==> config.mk <==
export PLATFORM = sky130hd
export DESIGN_NAME = decode_pipe_sb
export DESIGN_NICKNAME = d
export VERILOG_FILES = /design/src/rtl/decode_pipe_sb.sv
export SDC_FILE = /design/constraint.sdc
export NUM_CORES = 1
export LEC_CHECK = 0
export CORE_AREA = 2 2 147 149
export CTS_BUF_LIST = sky130_fd_sc_hd__clkbuf_4 sky130_fd_sc_hd__clkbuf_8
export CTS_CLUSTER_SIZE = 10
export DETAILED_ROUTE_END_ITERATION = 10
export DIE_AREA = 0 0 149 151
export PLACE_DENSITY_LB_ADDON = 0.1
export SYNTH_ARGS = -nofsm -noshare
export SYNTH_HDL_FRONTEND = slang
export SYNTH_SLANG_ARGS = --single-unit
export TNS_END_PERCENT = 1
==> constraint.sdc <==
create_clock -name clk -period 2.3 [get_ports clk]
set_clock_uncertainty 0.1 [all_clocks]
set_input_delay 0.345 -clock clk [delete_from_list [all_inputs] [get_ports clk]]
set_output_delay 0.345 -clock clk [all_outputs]
set_load 0.03 [all_outputs]
==> src/rtl/decode_pipe_sb.sv <==
// Decode stage with registered ID/EX output, an 8-entry GPR file and a per-register pending-write scoreboard.
// Optional `DECODE_BYPASS_EN forwards the write-back value to a source whose last pending write is retiring.
module decode_pipe_sb #(
  parameter int DATA_W       = 16,
  parameter int MAX_INFLIGHT = 3
) (
  input  logic              clk,
  input  logic              rst,
  input  logic              in_valid,
  output logic              in_ready,
  input  logic [15:0]       in_instr,
  input  logic [2:0]        in_rd,
  input  logic              in_rd_we,
  input  logic              in_use_rs,
  input  logic              in_use_rt,
  input  logic              in_zext,
  output logic              out_valid,
  input  logic              out_ready,
  output logic [15:0]       out_instr,
  output logic [DATA_W-1:0] out_rs_data,
  output logic [DATA_W-1:0] out_rt_data,
  output logic [DATA_W-1:0] out_imm5,
  output logic [DATA_W-1:0] out_imm8,
  output logic [DATA_W-1:0] out_imm11,
  output logic [2:0]        out_rd,
  output logic              out_rd_we,
  input  logic              wb_en,
  input  logic [2:0]        wb_sel,
  input  logic [DATA_W-1:0] wb_data,
  input  logic              flush,
  output logic              err
);

  localparam int CNT_W = $clog2(MAX_INFLIGHT + 1);

  logic [DATA_W-1:0] gpr [8];
  logic [CNT_W-1:0]  cnt [8];

  logic [2:0]        rs, rt;
  logic              byp_rs, byp_rt;
  logic              hz_rs, hz_rt, hz_rd;
  logic              issue;
  logic [DATA_W-1:0] rs_data, rt_data;
  logic [DATA_W-1:0] imm5, imm8, imm11;
  logic [7:0]        cnt_inc, cnt_dec;

  assign rs = in_instr[10:8];
  assign rt = in_instr[7:5];

`ifdef DECODE_BYPASS_EN
  assign byp_rs = wb_en && (wb_sel == rs) && (cnt[rs] == CNT_W'(1));
  assign byp_rt = wb_en && (wb_sel == rt) && (cnt[rt] == CNT_W'(1));
`else
  assign byp_rs = 1'b0;
  assign byp_rt = 1'b0;
`endif

  assign hz_rs = in_use_rs && (cnt[rs] != '0) && !byp_rs;
  assign hz_rt = in_use_rt && (cnt[rt] != '0) && !byp_rt;
  assign hz_rd = in_rd_we && (cnt[in_rd] == CNT_W'(MAX_INFLIGHT));

  assign in_ready = (!out_valid || out_ready) && !hz_rs && !hz_rt && !hz_rd && !flush;
  assign issue    = in_valid && in_ready;

  assign rs_data = byp_rs ? wb_data : gpr[rs];
  assign rt_data = byp_rt ? wb_data : gpr[rt];

  assign imm5  = in_zext ? {{(DATA_W-5){1'b0}}, in_instr[4:0]}
                         : {{(DATA_W-5){in_instr[4]}}, in_instr[4:0]};
  assign imm8  = in_zext ? {{(DATA_W-8){1'b0}}, in_instr[7:0]}
                         : {{(DATA_W-8){in_instr[7]}}, in_instr[7:0]};
  assign imm11 = {{(DATA_W-11){in_instr[10]}}, in_instr[10:0]};

  always_comb begin
    cnt_inc = '0;
    cnt_dec = '0;
    for (int r = 0; r < 8; r++) begin
      cnt_inc[r] = issue && in_rd_we && (in_rd == 3'(r));
      cnt_dec[r] = wb_en && (wb_sel == 3'(r)) && (cnt[r] != '0);
    end
  end

  // Write-back lands even during flush; only the scoreboard is cleared.
  always_ff @(posedge clk or negedge rst) begin
    if (!rst) begin
      for (int r = 0; r < 8; r++) gpr[r] <= '0;
    end else if (wb_en) begin
      gpr[wb_sel] <= wb_data;
    end
  end

  always_ff @(posedge clk or negedge rst) begin
    if (!rst) begin
      for (int r = 0; r < 8; r++) cnt[r] <= '0;
    end else begin
      for (int r = 0; r < 8; r++) begin
        if (flush)
          cnt[r] <= '0;
        else if (cnt_inc[r] && !cnt_dec[r])
          cnt[r] <= cnt[r] + CNT_W'(1);
        else if (cnt_dec[r] && !cnt_inc[r])
          cnt[r] <= cnt[r] - CNT_W'(1);
      end
    end
  end

  always_ff @(posedge clk or negedge rst) begin
    if (!rst)
      err <= 1'b0;
    else if (wb_en && !flush && (cnt[wb_sel] == '0))
      err <= 1'b1;
  end

  always_ff @(posedge clk or negedge rst) begin
    if (!rst) begin
      out_valid   <= 1'b0;
      out_instr   <= '0;
      out_rs_data <= '0;
      out_rt_data <= '0;
      out_imm5    <= '0;
      out_imm8    <= '0;
      out_imm11   <= '0;
      out_rd      <= '0;
      out_rd_we   <= 1'b0;
    end else begin
      out_valid <= !flush && (issue || (out_valid && !out_ready));
      if (issue) begin
        out_instr   <= in_instr;
        out_rs_data <= rs_data;
        out_rt_data <= rt_data;
        out_imm5    <= imm5;
        out_imm8    <= imm8;
        out_imm11   <= imm11;
        out_rd      <= in_rd;
        out_rd_we   <= in_rd_we;
      end
    end
  end

endmodule

======== After elaboration in Yosys (flattened, before gate mapping) ========
Index checks and enable logic that the tools add are counted.
storage, ports and cells
  bits in registers ....................... 241
  input port bits ......................... 48
  output and inout bits ................... 103
  logic and storage cells ................. 212
operators by class
  add/subtract/negate cells ............... 16
  magnitude comparators ................... 5
  eq/ne operators ......................... 15
  multiplexer cells ....................... 47
  bitwise operators ....................... 4
  reductions and logical operators ........ 99
operators by type and width
  cell                                                        count
  bitwise mux 128 bit                                         1
  two-way mux 16 bit                                          7
  binary-select mux 16 bit (select 3 bit)                     2
  two-way mux 2 bit                                           32
  logical AND 1 bit                                           54
  demux 16 bit (select 3 bit)                                 1
  binary-select mux 2 bit (select 3 bit)                      4
  == test 3 bit, second input constant                        8
  nonzero test 3 bit                                          8
  logical NOT 1 bit                                           22
  nonzero test 2 bit                                          10
  adder 2 x 1 -> 2 bit, second input constant                 8
  >= comparator 4 bit, second input constant                  4
  inverter 3 -> 4 bit                                         4
  subtractor 2 x 1 -> 2 bit, second input constant            8
  == test 3 x 2 -> 1 bit, second input constant               4
  == test 3 x 1 -> 1 bit, second input constant               2
  logical NOT 3 bit                                           2
  less-than comparator 4 x 1 -> 1 bit, second input constant  1
  == test 2 bit, second input constant                        1
  logical NOT 2 bit                                           1
  logical OR 1 bit                                            2

======== Depth between registers and ports, before layout ========
Gate-level depths: netlist of the first run.
  depth in word-level cells ............... 19
  gate-level depth with buffers ........... 8

======== Worst setup path before layout of the first run ========
No wires, ideal clock.
  path kind ............................... register to register
  start ................................... reg cnt[10] (netlist bit)
  end ..................................... reg out_instr[0]
  data arrival time ....................... 1.895 ns
  data required time ...................... 2.075 ns
  setup slack ............................. 0.180 ns
  cell stages (with the launch flop) ...... 8
  path buffers ............................ 2
  period minus slack after synthesis ...... 2.120 ns
  cells stage by stage .................... dfrtp_1 -> clkbuf_1 -> nor3b_1 -> o21bai_1 -> a32oi_4 -> o2111ai_4 -> buf_6 -> mux2_4
on the way
  cells in the longest elaborated chain, start to end .. 11
ends and longest elaborated chain
  element                                                RTL line  text
  start, declared                                        37        logic [CNT_W-1:0] cnt [8];
  start signal, assigned by index                        100       cnt[r] <= cnt[r] + CNT_W'(1);
  start signal, assigned by index                        102       cnt[r] <= cnt[r] - CNT_W'(1);
  binary-select mux 2 bit (select 3 bit)                 58        assign hz_rs = in_use_rs && (cnt[rs] != '0) && !byp_rs;
  two-way mux 2 bit (implied by the code) (2 in series)  58
  nonzero test 2 bit                                     58
  logical AND 1 bit                                      58
  logical NOT 1 bit                                      62        assign in_ready = (!out_valid || out_ready) && !hz_rs && !hz_rt && !hz_rd && !flush;
  logical AND 1 bit (2 in series)                        62
  logical AND 1 bit * (2 in series)                      62
  logical AND 1 bit *                                    63        assign issue = in_valid && in_ready;
  end signal, assigned                                   128       out_instr <= in_instr;
  end, declared                                          19        output logic [15:0] out_instr,
Every way passes the cells marked *; elsewhere a longest branch is shown, timed or not. The select of a mux whose other input is x is not followed.
A chain may end at the register's enable or synchronous reset.

======== Worst setup path in the final report of the first run ========
  start ................................... reg cnt[13] (netlist bit)
  end ..................................... out in_ready
on the way
  cells in the longest elaborated chain, start to end .. 10
ends and longest elaborated chain
  element                                                RTL line  text
  binary-select mux 2 bit (select 3 bit)                 58
  two-way mux 2 bit (implied by the code) (2 in series)  58
  nonzero test 2 bit                                     58
  logical AND 1 bit                                      58
  logical NOT 1 bit                                      62
  logical AND 1 bit (2 in series)                        62
  logical AND 1 bit * (2 in series)                      62
  end, declared                                          10        output logic in_ready,
Marks and branches as above.

==> run metrics, run 1 <==
status finished with violations; failing checks negative setup slack; Slowest cell on crit path dfrtp_2; Startpoint Class flop; crit end category output port; sequential share of power about 44%; Area Growth Syn to Fin 24.5%; Sw Ratio about 36%; Die H between 150 and 200 um; root buffer cell clkbuf_8; largest stage delay on the critical path 0.48 ns; layout cell share with drive strength beyond 1 32.7%; pwr/cell area about 850 mW/mm^2; leading area contributor after synthesis dfrtp_1; Post-DP HPWL 18.4 mm; clk buf depth 2; row count 53; Total Routing Usage GR 25.0%; routed len/inst 21.0 um; final design utilization 62.4%; cell mode on critical path buf_6; routed vias 7,327; grt total ovfl 0; Die Wd 149 um; period utilization 110%; post-synthesis register bit count 200; Crit. Startpoint cnt[13]; worst-path fanout max 4; Initial Utilization 50.1%; worst min path class in2async; post-layout net count 1,044; Max Transition Viols Final 0; CTS Sinks 200; worst skew pair latency 0.48 ns; Setup CP Type reg2out; worst vdd ir 0.427 mV; vias in the first global route 7,627; largest net degree at the start of global routing 59; cell internal pwr between 7 and 8 mW; first drt pass iteration count 5; num ports 151; fmax 395 MHz; syn avg cell area approximately 12 sq um; post-synthesis cell type count 45; RSZ-0062 raised after global routing true; Die ar. 0.0225 sq mm; core area between 0.02 and 0.025 sq mm; pre-CTS setup slack -0.414 ns; Comb pwr share 36.0%; CTS tree done; total length of routed wires 26.9 mm; Final min period 2.53 ns; Yosys warning count 0; antenna violations before repair 1; Syn Nets 886; Final Hold Fails 0; final worst slack -0.229 ns; Iteration-0 DRC Markers 485; Worst slew margin 66.5%; Least-Margin Pin Slew 0.503 ns; Leak 5.66 nW; Clk pwr share 20.0%; Post-DP Area 0.0124 sq mm; EDFF count, synth 0; Syn Inst Count 838; Post-route DRC 0; post-synthesis sequential area ratio 47.9%; worst-path cell chain nor4b_4 -> a311oi_2 -> a32oi_4 -> buf_6 -> o2111a_1 -> buf_6; number of vias per cell 5.71; H-tree depth 4; Worst-path clk slew 0.11 ns; reg2reg start cnt[6]; placed cell count 1,237; Num CTS Buffers 17; diodes inserted 0; Arr. time, crit path around 2.1 ns; Yosys top cell area share 47.9%; Switch Pwr a little under 4 mW; top area cells in the synthesized netlist dfrtp_1 48%, mux4_2 14%, mux2_2 10%; placer congestion estimate 0.862; Buf+Inv Stages, Crit Path 2; Post-DRT Antenna Nets 0; worst endpoint required time 1.86 ns; first-pass GRT wire length 42.3 mm; kind of cell adding the most delay to the critical path compound AO/OA/AOI/OAI gates; Primary FF master, synth dfrtp_1; IO Port Bufs 150; final setup fails 1; post-route cell area 0.0130 sq mm; synthesized area 0.0104 sq mm; ys async rst share 100%; max cap viols 0; Finished Layout Cells 1,284
-- metal layers --
| layer | global-route usage, % | part of all wire (%) |
|---|---|---|
| met5 | 0 | 0 |
| met4 | 7.81 | 2.3 |
| met3 | 4.19 | 5.0 |
| met2 | 42.7 | 50 |
| met1 | 33.0 | 43 |
-- flip-flops by register name (all words and copies together) (netlist names) --
name	flops
out_imm8	1
out_imm5	1
err	1
out_rs_data	16
gpr	128
out_rd_we	1
out_valid	1
out_instr	16
out_rt_data	16
out_rd	3
cnt	16
-- cell usage in the layout (no fill, tap or decap), drive strengths merged, types with 2 or more instances in the layout --
master / n
and2: 5
nor4: 3
a311oi: 3
o21bai: 6
nor3: 9
nand2: 136
clkinv: 5
and3b: 2
nand4: 10
nand2b: 6
nor2b: 10
clkdlybuf4s50: 142
xnor2: 7
o21ai: 43
nor2: 22
dfrtp: 200
a21boi: 2
mux2: 115
inv: 13
mux2i: 33
a21oi: 20
clkbuf: 18
buf: 95
nand3: 3
nor3b: 8
mux4: 65
nand4b: 4
or2: 2
nor4b: 5
-- worst register-to-register path: stages (launching register included) --
cell and delay [ns]:
dfrtp_1 0.43, buf_4 0.15, and3b_1 0.17, a311o_1 0.28, a21boi_2 0.16, buf_4 0.15, o2111ai_4 0.15, buf_4 0.24
mux2_4 0.32
-- synth_stat cells (2+ instances only) --
master	instances
a21oi_1	20
a311oi_1	3
and2_1	5
and3b_1	2
buf_2	17
buf_4	46
buf_6	2
clkbuf_1	37
dfrtp_1	200
inv_1	3
mux2_2	96
mux2_4	19
mux2i_1	33
mux4_2	65
nand2_1	136
nand2b_1	6
nand3_1	3
nand4_1	10
nand4b_1	4
nor2_1	22
nor2b_1	10
nor3_1	9
nor3b_1	8
nor4_1	3
nor4b_1	5
o21ai_0	43
o21bai_1	6
or2_2	2
xnor2_1	7
-- power groups by stage --
stage	Combinational [mW]	Clock (mW)	Sequential, mW
6_report	3.98	2.22	4.86
2_1_floorplan	2.13	0	5.35
4_1_cts	4.02	2.26	4.86
5_1_grt	4.24	2.38	4.98
3_3_place_gp	3.94	0	4.83
3_5_place_dp	4.00	0	4.93
-- cell families after synthesis --
logic type / synth area share [%]
multiplexers: 30.3
AND/OR/NAND/NOR: 10.2
XOR/XNOR: 0.671
buffers and inverters: 5.78
AO/OA/AOI/OAI: 5.11
flip-flops: 47.9
-- cell type report --
| cell class | count | area [sq um] |
|---|---|---|
| clock inverters | 15 | 155 |
| inverters | 3 | 11.3 |
| flip-flops and latches | 200 | 5010 |
| well taps | 275 | 344 |
| multi-input cells | 533 | 4890 |
| clock buffers | 17 | 234 |
| fillers | 1669 | 7830 |
| repair buffers | 241 | 2340 |
-- timing repair --
action                                  CTS  global route
buffers inserted                         17             0
gates resized for setup                  22             5
pin swaps                                11             1
endpoints found under the setup margin    2            28
hold buffers                              1             0
hold endpoints to repair                 53             0
-- path summary, 6_finish.rpt --
| kind | endpoint | slack (ns) | cells after the start |
|---|---|---|---|
| setup / recovery | in_ready | -0.23 | 6 |
| hold / removal | cnt[11] | 0.30 | 2 |
| setup reg to reg | out_instr[0] | 0.04 | 8 |
| hold reg to reg | out_rt_data[7] | 0.39 | 2 |
| max in group asynchronous | gpr[1] | 1.13 | 3 |
| min in group clk | out_instr[9] | 0.37 | 4 |
-- through the flow --
stage	setup TNS, ns	power, mW	hold slack, ns
after floorplan	0	7.48	-0.0506
after global placement	-15.54	8.77	0.261
after detailed placement	-22.97	8.93	0.264
after CTS	-0.190	11.1	0.298
after global routing	-0.437	11.6	0.328
final	-0.229	11.1	0.298
No activity file was read; power rests on OpenSTA's default activity.
==> run 2, diff against run 1 <==
--- a/config.mk
+++ b/config.mk
@@ -5,11 +5,11 @@
 export SDC_FILE = /design/constraint.sdc
 export NUM_CORES = 1
 export LEC_CHECK = 0
-export CORE_AREA = 2 2 147 149
+export CORE_AREA = 2 2 156 158
 export CTS_BUF_LIST = sky130_fd_sc_hd__clkbuf_4 sky130_fd_sc_hd__clkbuf_8
 export CTS_CLUSTER_SIZE = 10
 export DETAILED_ROUTE_END_ITERATION = 10
-export DIE_AREA = 0 0 149 151
+export DIE_AREA = 0 0 158 160
 export PLACE_DENSITY_LB_ADDON = 0.1
 export SYNTH_ARGS = -nofsm -noshare
 export SYNTH_HDL_FRONTEND = slang
==> run metrics, run 2 (same netlist as run 1, synthesis figures left out) <==
status finished with violations; failing checks negative setup slack; Setup CP Type in2out; total length of routed wires 27.7 mm; post-route cell area 0.0130 sq mm; Post-DP HPWL 18.6 mm; root buffer cell clkbuf_8; first drt pass iteration count 5; RR Endpoint out_instr[6]; max cap viols 0; Slowest cell on crit path clkdlybuf4s50_1; Finished Layout Cells roughly 1,300; routed vias 7,313; Leak 5.63 nW; Least-Margin Pin Slew slightly below 0.6 ns; period utilization 109%; IO Port Bufs 150; grt total ovfl 0; Arr. time, crit path 2.05 ns; max reg flops 128; Post-route DRC 0; crit end category output port; Die H 160 um; min-delay src in_instr[9]; Die ar. 0.0253 sq mm; Hold Crit Depth 3; Total Routing Usage GR 22.5%; post-layout net count 1,033; Iteration-0 DRC Markers 487; worst endpoint required time 1.86 ns; Pwr Total approximately 11 mW; largest net degree at the start of global routing 59; placed cell count 1,279; worst-path fanout max 6; vias in the first global route slightly below 8,000; Area Growth Syn to Fin 24.1%; reg2reg start cnt[13]; reg2reg path depth 7; Hold Path End out_instr[9]; R2R setup slack 0.09 ns; leading cell type in the layout, fill and taps excluded dfrtp_1; Final Hold Fails 0; antenna violations before repair 1; H-tree depth 4; worst vdd ir around 0.42 mV; Startpoint Class primary input; pre-CTS setup slack -0.322 ns; num ports 151; clk buf depth 2; first-pass GRT wire length 43.0 mm; kind of cell adding the most delay to the critical path buffers and inverters; filler cell count 2,090; Final min period 2.50 ns; largest stage delay on the critical path 0.58 ns; worst skew pair latency 0.47 ns; placer congestion estimate 0.855; worst min path class in2reg; number of vias per cell 5.53; worst-path cell chain clkdlybuf4s50_1 -> and3b_1 -> a311o_1 -> a21boi_2 -> buf_4 -> o2111a_1 -> buf_6; Post-DP Area 0.0124 sq mm; Worst slew margin between 60% and 70%; Worst-path clk slew ~0.090 ns; pwr/cell area 858 mW/mm^2; row count 57; Buf+Inv Stages, Crit Path 3; Num CTS Buffers 17; Post-DRT Antenna Nets 0; final worst slack -0.199 ns; most frequent cells in the layout 194 x dfrtp_1, 142 x clkdlybuf4s50_1, 136 x nand2_1; Die Wd 158 um; fmax 400 MHz; CTS Sinks 200; total negative setup slack -0.199 ns; Max Transition Viols Final 0; layout cell share with drive strength beyond 1 around a third; final setup fails 1; core area 0.0238 sq mm; CTS tree done; RSZ-0062 raised after global routing true; Initial Utilization 43.8%; Most flops, register gpr; routed len/inst 21.0 um
run 2: worst max-delay path by stage:
stage                   from           end  slack [ns]  depth (start not counted)
floorplan            cnt[10]  out_instr[0]        0.18                          7
detailed placement  in_rd[0]  out_instr[6]       -0.32                          7
finish              in_rd[0]      in_ready       -0.20                          7
global route         cnt[12]      in_ready       -0.26                          6
global placement    in_rd[0]  out_instr[8]       -0.28                          7
CTS                   cnt[7]      in_ready       -0.20                          6
run 2: stage by stage:
stage	utilization [%]	hold slack, ns
4_1_cts	54.3	0.198
3_3_place_gp	52.0	0.194
5_1_grt	54.4	0.228
3_5_place_dp	52.0	0.201
2_1_floorplan	-	-0.0506
6_report	54.4	0.235
run 2: repair_timing:
item | CTS | global route
buffers inserted | 12 | 0
endpoints found under the setup margin | 1 | 11
hold buffers | 1 | 0
hold endpoints to repair | 34 | 0
gates resized for setup | 17 | 5
pin swaps | 12 | 1
run 2: layout make-up:
| cell class | instances | area, sq um | area share (%) |
|---|---|---|---|
| clock inverter | 10 | 118 | 0.908 |
| inverter | 3 | 11.3 | 0.0869 |
| sequential | 200 | 5010 | 38.7 |
| tap | 324 | 405 | 3.13 |
| timing repair buffer | 230 | 2240 | 17.3 |
| clock buffer | 21 | 277 | 2.13 |
| multi-input combinational | 533 | 4890 | 37.7 |
| antenna | 1 | 2.50 | 0.0193 |
run 2: worst reg2reg max path: cells and delay by family (launching register included):
family / cells / cell delay (ns)
simple gates: 1 / 0.28
mux: 1 / 0.33
flops: 1 / 0.46
buf+inv: 2 / 0.39
compound gates: 3 / 0.53
run 2: routing by layer:
metal  vias up  global-route usage [%]  wire length (um)
li1       3274                       -                 -
met1      3788                    29.7             11900
met2       214                    37.9             13800
met3        37                    3.58              1270
met4         0                    7.49               679
met5         -                       0                 0
run 2: report_power, final:
group          internal, mW  switching, mW
sequential             4.29          0.549
clock                  1.05           1.24
combinational          2.00           1.99
